`config.mk`:
```
export PLATFORM = sky130hd
export DESIGN_NAME = dir_input_queue
export DESIGN_NICKNAME = d
export VERILOG_FILES = /design/src/rtl/dir_input_queue.sv
export SDC_FILE = /design/constraint.sdc
export NUM_CORES = 1
export LEC_CHECK = 0
export ABC_AREA = 1
export CORE_MARGIN = 10
export CORE_UTILIZATION = 50
export DETAILED_ROUTE_END_ITERATION = 8
export PLACE_DENSITY = 0.71
export SYNTH_ARGS = -nofsm -noshare
export SYNTH_HDL_FRONTEND = slang
export SYNTH_SLANG_ARGS = --single-unit
```
`constraint.sdc`:
```
create_clock -name clk -period 3.5 [get_ports clk]
set_clock_uncertainty 0.1 [all_clocks]
set_input_delay 1.05 -clock clk [delete_from_list [all_inputs] [get_ports clk]]
set_output_delay 1.05 -clock clk [all_outputs]
set_load 0.01 [all_outputs]
```
`src/rtl/dir_input_queue.sv`:
```
// Button front end for the snake controller: sync, debounce, validate turns,
// and release one buffered turn per game tick.
module dir_input_queue #(
  parameter int DEBOUNCE_CYCLES = 250000,
  parameter int QUEUE_DEPTH     = 4
) (
  input  logic                         clk,
  input  logic                         reset,
  input  logic                         left,
  input  logic                         right,
  input  logic                         up,
  input  logic                         down,
  input  logic                         tick,
  output logic [1:0]                   dir,
  output logic [$clog2(QUEUE_DEPTH):0] q_count,
  output logic                         rejected,
  output logic                         dropped
);

  localparam logic [1:0] TOP_DIR   = 2'd0;
  localparam logic [1:0] DOWN_DIR  = 2'd1;
  localparam logic [1:0] LEFT_DIR  = 2'd2;
  localparam logic [1:0] RIGHT_DIR = 2'd3;

  localparam int CW   = $clog2(DEBOUNCE_CYCLES) + 1;
  localparam int PW   = $clog2(QUEUE_DEPTH);
  localparam int QW   = PW + 1;
  localparam logic [CW-1:0] CMAX = CW'(DEBOUNCE_CYCLES - 1);
  localparam logic [QW-1:0] FULL = QW'(QUEUE_DEPTH);

  // Bit index of each button equals its direction code.
  logic [3:0] pins;
  assign pins = {right, left, down, up};

  logic [3:0]    s1;
  logic [3:0]    s2;
  logic [3:0]    deb;
  logic [3:0]    deb_q;
  logic [CW-1:0] cnt [4];

  always_ff @(posedge clk) begin
    if (reset) begin
      s1    <= '0;
      s2    <= '0;
      deb   <= '0;
      deb_q <= '0;
      for (int i = 0; i < 4; i++) cnt[i] <= '0;
    end else begin
      s1    <= pins;
      s2    <= s1;
      deb_q <= deb;
      for (int i = 0; i < 4; i++) begin
        if (s2[i] == deb[i]) begin
          cnt[i] <= '0;
        end else if (cnt[i] == CMAX) begin
          deb[i] <= s2[i];
          cnt[i] <= '0;
        end else begin
          cnt[i] <= cnt[i] + 1'b1;
        end
      end
    end
  end

  logic [1:0]    mem [QUEUE_DEPTH];
  logic [PW-1:0] rp;
  logic [PW-1:0] wp;

  logic [3:0] rise;
  logic       onehot;
  logic [1:0] pdir;
  logic [1:0] ref_dir;
  logic       pop;
  logic       push;
  logic       rej_n;
  logic       drop_n;

  assign rise    = deb & ~deb_q;
  assign onehot  = (rise != 4'd0) && ((rise & (rise - 4'd1)) == 4'd0);
  assign ref_dir = (q_count != '0) ? mem[wp - 1'b1] : dir;
  assign pop     = tick && (q_count != '0);

  always_comb begin
    pdir = TOP_DIR;
    case (1'b1)
      rise[1]: pdir = DOWN_DIR;
      rise[2]: pdir = LEFT_DIR;
      rise[3]: pdir = RIGHT_DIR;
      default: pdir = TOP_DIR;
    endcase
  end

  // Opposite pairs differ only in bit 0 of the encoding.
  always_comb begin
    push   = 1'b0;
    rej_n  = 1'b0;
    drop_n = 1'b0;
    if (rise != 4'd0) begin
      if (!onehot || deb != rise || pdir == ref_dir
          || pdir == (ref_dir ^ 2'b01)) begin
        rej_n = 1'b1;
      end else if (q_count == FULL && !pop) begin
        drop_n = 1'b1;
      end else begin
        push = 1'b1;
      end
    end
  end

  always_ff @(posedge clk) begin
    if (reset) begin
      dir      <= TOP_DIR;
      q_count  <= '0;
      rp       <= '0;
      wp       <= '0;
      rejected <= 1'b0;
      dropped  <= 1'b0;
      for (int i = 0; i < QUEUE_DEPTH; i++) mem[i] <= '0;
    end else begin
      rejected <= rej_n;
      dropped  <= drop_n;
      if (push) begin
        mem[wp] <= pdir;
        wp      <= wp + 1'b1;
      end
      if (pop) begin
        dir <= mem[rp];
        rp  <= rp + 1'b1;
      end
      if (push && !pop) q_count <= q_count + 1'b1;
      else if (pop && !push) q_count <= q_count - 1'b1;
    end
  end

endmodule
```
## After elaboration in Yosys (flattened, before gate mapping)

Memories as Yosys holds them, arrays and structs flattened. A register that Yosys moved wholly into a read port is not among the register bits.
Cells that the tools add are included.

- Register bits: 25
- Bits in latches: 0
- Memory bits (writable): 84
- Bits in read-only memories: 0
- Output and inout bits: 7
- Word-level logic and storage cells: 154
- Memories: 2

- Add/subtract/negate cells: 10
- $mul: 0
- Div/mod/pow operators: 0
- Magnitude comparators: 0
- Eq/ne operators: 12
- Shift-type cells: 0
- Multiplexer cells: 75
- Bitwise operators: 21
- Reductions and logical operators: 22

Memory list:

| name | depth | width | rd ports | clocked after memory_dff | write ports | line | source |
|---|---|---|---|---|---|---|---|
| cnt | 4 | 19 | 4 | 0 | 4 | 39 | `logic [CW-1:0] cnt [4];` |
| mem | 4 | 2 | 2 | 1 | 4 | 65 | `logic [1:0] mem [QUEUE_DEPTH];` |

Operators with widths:

| kind | number |
|---|---|
| 2-to-1 mux 19 bit | 12 |
| adder 19 x 1 -> 19 bit, second input constant | 4 |
| equality test 19 x 18 -> 1 bit, second input constant | 4 |
| 2-to-1 mux 1 bit | 55 |
| 2-to-1 mux 2 bit | 6 |
| bitwise OR 1 bit | 12 |
| bitwise AND 4 bit | 2 |
| AND reduction 2 bit | 4 |
| 2-to-1 mux 3 bit | 2 |
| NOT 1 bit | 6 |
| logical AND 1 bit | 5 |
| adder 2 x 1 -> 2 bit, second input constant | 2 |
| equality test 1 bit | 4 |
| equality test 2 bit | 2 |
| zero test 4 bit | 1 |
| inequality test 4 bit | 1 |
| NOT 4 bit | 1 |
| nonzero test 4 bit | 1 |
| OR reduction 2 bit | 2 |
| subtractor 4 x 1 -> 4 bit, second input constant | 1 |
| adder 3 x 1 -> 3 bit, second input constant | 1 |
| equality test 3 bit, second input constant | 1 |
| zero test 1 bit | 3 |
| logical OR 1 bit | 3 |
| other kinds (5) | 5 |

## Longest topological paths before layout

Gate-level depths: netlist of the first run.

- Depth after elaboration: 17
- Mapped depth: 16
- Mapped depth without buffers: 16

## Least setup slack after synthesis of the first run

Ideal clock, no wire load.

- Path kind: input to register
- Start: input tick
- End: register q_count[2]
- Setup time: 122 ps
- Arrival: 2417 ps
- Data required time: 3278 ps
- Slack: 861 ps
- Stages on the path: 11
- Buffers on the path: 0
- Cells stage by stage: inv_1 -> nand3_1 -> inv_1 -> nor2_8 -> ha_1 -> inv_1 -> fa_1 -> a21oi_1 -> o21ai_0 -> o21ai_0 -> a21oi_1

- Longest elaborated chain between the ends: 9
- Elaborated cells between the ends (all ways): 11

RTL lines:

| what | line | source |
|---|---|---|
| start, declared | 13 | `input logic tick,` |
| logical AND 1 bit (*) | 81 | `assign pop = tick && (q_count != '0);` |
| zero test 1 bit (*) | 102 | `end else if (q_count == FULL && !pop) begin` |
| logical AND 1 bit (*) | 102 |  |
| 2-to-1 mux 1 bit (*) | 102 |  |
| 2-to-1 mux 1 bit (*) | 99 | `if (!onehot \|\| deb != rise \|\| pdir == ref_dir` |
| 2-to-1 mux 1 bit (*) | 98 | `if (rise != 4'd0) begin` |
| named net push | 74 | `logic push;` |
| zero test 1 bit | 131 | `else if (pop && !push) q_count <= q_count - 1'b1;` |
| logical AND 1 bit | 131 |  |
| nonzero test 2 bit (no source line) | - |  |
| end signal, assigned | 130 | `if (push && !pop) q_count <= q_count + 1'b1;` |
| end signal, assigned | 131 |  |
| end, declared | 15 | `output logic [$clog2(QUEUE_DEPTH):0] q_count,` |

The timed path passes the listed nets; every way through them passes the cells marked *.
A chain may end at the register's enable or synchronous reset.

## Worst setup path in the final report of the first run

Same ends and word-level chain as after synthesis.

==> results of run 1 <==
where the power goes:
| part | switching [µW] | internal (µW) | leakage [µW] |
|---|---|---|---|
| clock network | 471 | 484 | 0.000138 |
| logic | 168 | 110 | 0.00149 |
| registers | 63.8 | 1480 | 0.00109 |
sequential cells by signal, summed over array words and instances (netlist names), 2 cells and up:
name,cells
cnt,76
mem,8
deb,4
deb_q,4
s1,4
s2,4
q_count,3
dir,2
rp,2
wp,2
routing by layer:
layer / up-vias / GRT usage / share of wire
met5: - / 0 / 0
met4: 0 / 0.06225 / 0.020
met3: 14 / 0.02357 / 0.034
met2: 62 / 0.2123 / 0.46
met1: 2095 / 0.1694 / 0.48
li1: 2428 / - / -
through the flow:
stage,utilization,cell area [µm²]
2_1_floorplan,-,6125
3_3_place_gp,0.5638,6437
3_5_place_dp,0.5638,6437
4_1_cts,0.5873,6706
5_1_grt,0.5873,6706
6_report,0.5873,6706
kinds of logic (layout without fill, tap and decap cells):
kind of cell | Yosys count | in the layout | synth area share
AO/OA/AOI/OAI | 99 | 99 | 0.09058
AND/OR/NAND/NOR | 348 | 348 | 0.2752
other | 1 | 76 | 0.0006418
adder cells (fa/ha/maj) | 6 | 6 | 0.01413
flip-flops | 111 | 111 | 0.5242
buffers and inverters | 116 | 143 | 0.07580
XOR/XNOR | 13 | 13 | 0.01949
cell usage in the layout, fill, tap and decap left out, types with 2 or more instances in the layout:
| cell | n |
|---|---|
| clkdlybuf4s50_1 | 13 |
| edfxtp_1 | 84 |
| xor2_1 | 11 |
| conb_1 | 76 |
| buf_4 | 5 |
| nand3_1 | 25 |
| o21a_1 | 5 |
| nor3_2 | 4 |
| nor3_1 | 25 |
| inv_6 | 2 |
| dfxtp_1 | 27 |
| inv_2 | 3 |
| nand4_1 | 18 |
| nand2_1 | 124 |
| nor2_2 | 10 |
| a21oi_1 | 47 |
| ha_1 | 5 |
| o21ai_1 | 4 |
| a31oi_1 | 6 |
| o21ai_0 | 32 |
| inv_4 | 2 |
| nand3_2 | 4 |
| nor4_1 | 7 |
| nor3b_1 | 8 |
| or2_2 | 4 |
| clkbuf_16 | 9 |
| a211oi_1 | 3 |
| nor2_1 | 111 |
| xnor2_1 | 2 |
| clkinv_2 | 2 |
| inv_1 | 106 |
area by class of cell:
class	instances	share of cell area
Sequential cell	111	0.4567
Multi-Input combinational cell	542	0.3905
Clock inverter	7	0.006530
Tap cell	143	0.02668
Inverter	109	0.06101
Clock buffer	9	0.03358
Timing Repair Buffer	18	0.02500
how the worst max path moves through the flow:
stage	from	end	depth (start not counted)
6_report	tick	q_count[2]	12
4_1_cts	tick	q_count[2]	12
2_1_floorplan	tick	q_count[2]	11
3_5_place_dp	tick	q_count[2]	12
5_1_grt	tick	q_count[2]	12
3_3_place_gp	tick	q_count[2]	12
critical path, delay by kind of cell:
family / cells / cell delay [ns]
compound gates: 4 / 0.46
fa+ha+maj: 2 / 0.53
simple gates: 2 / 0.30
buf+inv: 4 / 0.67
==> impl_results.md, run 1 <==
* Status: completed
* Detail Placement HPWL at 7864 µm
* Hold crit path type: flop to flop
* Critical path type: input port to flop
* Leakage at 0.002717 µW
* Most common cell in the netlist: nand2_1
* Worst path slowest cell: clkdlybuf4s50_1
* Syn-to-layout area delta at 14.78%
* Arr. time, crit path at 3.03 ns
* TritonCTS clock tree: built
* Max-cap violations at 0
* FF-to-FF Start: wp[1]
* Drt total wl at 10240 µm
* Htree depth at 3
* Number of synthesized flops with an enable pin at 84
* Final min period at 2.890 ns
* Iteration count of the initial detailed-routing pass at 4
* Peak Freq at 346.0 MHz
* Number of DRC markers in iteration 0 at 390
* Post-synth top area cell: edfxtp_1
* Sequential-to-total area share from yosys stat at 0.5242
* Tot GR Track Use at 0.1323
* Worst EP required at 3.64 ns
* Finished Layout Cells at 939
* I/O Buffers at 13
* VDD IR max at 0.2937 mV
* Post-synth cell types at 40
* Reg area at 3063 µm²
* # hold bufs at CTS at 0
* Reg clk slew, reported paths at 0.07 ns
* Clk buf depth at 2
* Crit path largest cell delay at 0.45 ns
* Core Rows at 39
* Die Width at 128.1 µm
* Die Area at 16410 µm²
* Final hold slack at 0.3012 ns
* Flop-to-flop setup slack at 0.95 ns
* Global-route wire length before repair at 18260 µm
* I/O pin count at 14
* Synth warnings at 0
* FF+latch count, synth at 111
* Post-synth top cells: 124 x nand2_1, 111 x nor2_1, 106 x inv_1, 84 x edfxtp_1, 47 x a21oi_1
* Vias in the first global route at 4319
* Number of post-CTS setup repair buffers at 0
* Slew Limit Fails at 0
* Worst-Skew Late Latency at 0.35 ns
* Setup WS pre-CTS at 0.2599 ns
* Worst-Margin Slew at 0.6150 ns
* Post-Synthesis Cells at 694
* Reg2reg path depth at 15
* Crit end category: flop
* Hold-critical path endpoint: s2[3]
* Routed len/inst at 10.91 µm
* GPL Wtd Cong at 0.8774
* Hold Crit Depth at 2
* Setup ws final at 0.6096 ns
* Crit start category: input port
* CP Max Fanout at 7
* DP Cell Count at 923
* Synth area leaders: edfxtp_1 43%, dfxtp_1 9.3%, nand2_1 8.0%
* Synth Cell Area at 5843 µm²
* DRT antenna net count at 0
* CTS buffer count at 9
* Final worst path period share at 0.8258
* Initial Util at 0.5117
* Chip height at 128.1 µm
* Critical Path Most Common Cell: inv_1
* Grt ovf at 0
* Clock root buffer: clkbuf_16
* Core Region at 11420 µm²
* Final setup vio count at 0
* Num Clock Sinks at 111
* Yosys top cell area share at 0.4317
* Vias/cell at 4.898
* Cts repair resizes at 0
* Rel. slew slack at 0.5890
* Share of layout cells above drive strength 1 at 0.06533
* Fraction of registers with async set or reset after synthesis at 0
* Hold Path Origin: s1[3]
* Hold Fails Final Rpt at 0
* Fillers at 1080
* Worst R2R End: q_count[2]
* Vias at 4599
* Final TNS setup at 0 ns
* Pin count of the biggest net entering global routing at 22
* DRC violations left at 0
* Area of the multi-input gates at 2619 µm²
* RSZ-0062 raised after global routing: no
* Power, Total at 2779 µW
* ANT cells at 0
* Syn Area/Cell at 8.419 µm²
* Worst path cell trace: clkdlybuf4s50_1 > inv_1 > nand3_1 > inv_1 > nor2_8 > ha_1 > inv_1 > fa_1 > a21oi_1 > o21ai_0 > o21ai_0 > a21oi_1
* # nets final at 804
* Initial antenna violation count at 0
* Power Density at 414.4 nW/µm²
* Most used DFF post-synth: edfxtp_1
Note: power is estimated with default switching activity, not from simulation.
==> run 2: changes to the inputs <==
--- a/config.mk
+++ b/config.mk
@@ -9,7 +9,7 @@
 export CORE_MARGIN = 10
 export CORE_UTILIZATION = 50
 export DETAILED_ROUTE_END_ITERATION = 8
-export PLACE_DENSITY = 0.71
+export PLACE_DENSITY = 0.73
 export SYNTH_ARGS = -nofsm -noshare
 export SYNTH_HDL_FRONTEND = slang
 export SYNTH_SLANG_ARGS = --single-unit
==> constraint.sdc (replaced) <==
create_clock -name clk -period 2.6 [get_ports clk]
set_clock_uncertainty 0.1 [all_clocks]
set_input_delay 0.78 -clock clk [delete_from_list [all_inputs] [get_ports clk]]
set_output_delay 0.78 -clock clk [all_outputs]
set_load 0.01 [all_outputs]
==> run 2 against run 1 <==
Effect of this change: clock-buffer cell count grew 1; clock power is 53% higher; global-route usage increased by 0.17 points; first-iteration DRC count shrank 4.1%; register-to-register slack worse by 0.74 ns; worst setup slack worse by 0.48 ns; via count up 0.22%; total power rose by 43%; non-clock buffer count is 12 higher; sequential cell count did not move.
==> impl_results.md, run 2 (synthesized netlist as in run 1, its figures left out) <==
* Worst-Skew Late Latency at 0.35 ns (about the same)
* Syn-to-layout area delta at 17.47% (was 14.78%)
* Met2 Use GR at 0.2159 (was 0.2123)
* Hold crit path type: flop to flop (unchanged)
* Area of the multi-input gates at 2636 µm² (was 2619 µm²)
* Clk buf depth at 2 (unchanged)
* GPL Wtd Cong at 0.8888 (was 0.8774)
* TritonCTS clock tree: built (unchanged)
* VDD IR max at 0.4389 mV (was 0.2937 mV)
* Hold Crit Depth at 2 (unchanged)
* CTS buffer count at 9 (unchanged)
* DP Cell Count at 935 (was 923)
* Number of DRC markers in iteration 0 at 374 (was 390)
* Reg clk slew, reported paths at 0.07 ns (about the same)
* Fillers at 1043 (was 1080)
* Crit start category: input port (unchanged)
* Leakage at 0.002786 µW (was 0.002717 µW)
* CP Max Fanout at 2 (was 7)
* I/O Buffers at 13 (unchanged)
* Global routing's busiest layer: met2 (unchanged)
* Htree depth at 3 (unchanged)
* Reg2reg path depth at 13 (was 15)
* Initial antenna violation count at 0 (unchanged)
* Chip height at 128.1 µm (unchanged)
* Core Region at 11420 µm² (unchanged)
* Routed len/inst at 10.98 µm (was 10.91 µm)
* Vias in the first global route at 4332 (was 4319)
* ANT cells at 0 (unchanged)
* Crit end category: flop (unchanged)
* Commonest non-fill, non-tap cells in the layout: 122 x nand2_1, 110 x nor2_1, 105 x inv_1, 84 x edfxtp_1, 76 x conb_1 (was 124 x nand2_1, 111 x nor2_1, 106 x inv_1, 84 x edfxtp_1, 76 x conb_1)
* Hold Fails Final Rpt at 0 (unchanged)
* Reg area at 3068 µm² (was 3063 µm²)
* Critical path type: input port to flop (unchanged)
* Clock root buffer: clkbuf_16 (unchanged)
* Num Clock Sinks at 111 (unchanged)
* Status: completed (unchanged)
* DRC violations left at 0 (unchanged)
* Final worst path period share at 0.9490
* GR Util met1 at 0.1673 (was 0.1694)
* # nets final at 816 (was 804)
* Pin count of the biggest net entering global routing at 18 (was 22)
* Vias at 4609 (was 4599)
* Sequential power share at 0.526 (was 0.556)
* Die Width at 128.1 µm (unchanged)
* Drt total wl at 10440 µm (was 10240 µm)
* Int Pwr at 3017 µW (was 2077 µW)
* Core Rows at 39 (unchanged)
* Reg with most FFs: cnt (unchanged)
* Detail Placement HPWL at 7955 µm (was 7864 µm)
* Peak Freq at 405.3 MHz
* Share of layout cells above drive strength 1 at 0.08911 (was 0.06533)
* Final Util at 0.6011 (was 0.5873)
* Sw Share at 0.2405 (was 0.2528)
* Grt met3 use at 0.03929 (was 0.02357)
* Clock power frac at 0.368 (was 0.343)
* Die Area at 16410 µm² (unchanged)
* Commonest non-fill, non-tap cell in the layout: nand2_1 (unchanged)
* Grt ovf at 0 (unchanged)
* Max reg flops at 76 (unchanged)
* Biggest regs: cnt x76, mem x8 (unchanged)
* Power, Total at 3972 µW (was 2779 µW)
* Max-cap violations at 0 (unchanged)
* Vias/cell at 4.846 (was 4.898)
* Initial Util at 0.5117 (unchanged)
* Global-route wire length before repair at 18570 µm (was 18260 µm)
* Logic pwr share at 0.106 (was 0.100)
* Final min period at 2.467 ns
* Power Density at 578.7 nW/µm² (was 414.4 nW/µm²)
* Switching pwr at 955.3 µW (was 702.7 µW)
* I/O pin count at 14 (unchanged)
* # hold bufs at CTS at 0 (unchanged)
* Worst EP required at 2.74 ns (was 3.64 ns)
* Final hold slack at 0.3073 ns (was 0.3012 ns)
* Tot GR Track Use at 0.1340 (was 0.1323)
* Final TNS setup at 0 ns (unchanged)
* Finished Layout Cells at 951 (was 939)
* DRT antenna net count at 0 (unchanged)
* Final setup vio count at 0 (unchanged)
* Number of post-CTS setup repair buffers at 0 (unchanged)
* Iteration count of the initial detailed-routing pass at 5 (was 4)
* Slew Limit Fails at 0 (unchanged)
* Arr. time, crit path at 2.61 ns (was 3.03 ns)
==> run 2: cell types whose count changed in the layout (fill, tap and decap cells not counted), moves of 2 or more <==
cell / delta
buf_4: +12
nand2_2: +2
inv_6: -2
nand2_1: -2
dfxtp_2: +4
dfxtp_1: -4
bufinv_16: +2
inv_4: -2
==> run 2: routing by layer <==
metal	up-vias	share of wire	routed length (µm)
met5	-	0	0
met1	2083	0.48	5064
met2	54	0.47	4865
li1	2458	-	-
met3	14	0.036	378
met4	0	0.013	136
==> run 2: cell type report <==
cell class,instances,share of cell area
inverter,109,0.05961
timing repair buffer,30,0.03755
sequential,111,0.4470
clock inverter,6,0.01240
tap,143,0.02607
multi-input combinational,542,0.3841
clock buffer,10,0.03336
==> run 2: what timing repair did <==
| item | in CTS | in global routing |
|---|---|---|
| resized for setup | 0 | 11 |
| endpoints found under the hold margin | 0 | 0 |
| endpoints found under the setup margin | 0 | 1 |
==> run 2: final timing paths <==
check / start / end / slack, ns
worst max register to register: deb[3] / q_count[2] / 0.21
worst min-delay path: s1[1] / s2[1] / 0.31
worst max-delay path: tick / q_count[1] / 0.13
worst min register to register: s1[1] / s2[1] / 0.31
==> run 2: power groups by stage <==
stage | registers (µW) | clock network, µW | logic [µW]
global placement | 2110 | 0 | 387
global route | 2110 | 1560 | 483
detailed placement | 2120 | 0 | 402
CTS | 2080 | 1500 | 403
floorplan | 2110 | 0 | 253
finish | 2090 | 1460 | 422
==> run 2: critical path, stage by stage <==
cell             delay (ns)
clkdlybuf4s50_1        0.45
inv_1                  0.06
buf_4                  0.13
nor2_1                 0.13
inv_1                  0.08
ha_1                   0.20
inv_1                  0.09
fa_1                   0.43
o21ai_0                0.20
nor2_1                 0.06
==> run 2: metrics by stage <==
stage | setup slack (ns) | area (µm²)
after CTS | 0.09604 | 6842
after floorplan | 0.2312 | 6125
final | 0.1325 | 6864
after detailed placement | -0.2666 | 6528
after global routing | -0.005967 | 6864
after global placement | -0.2091 | 6528
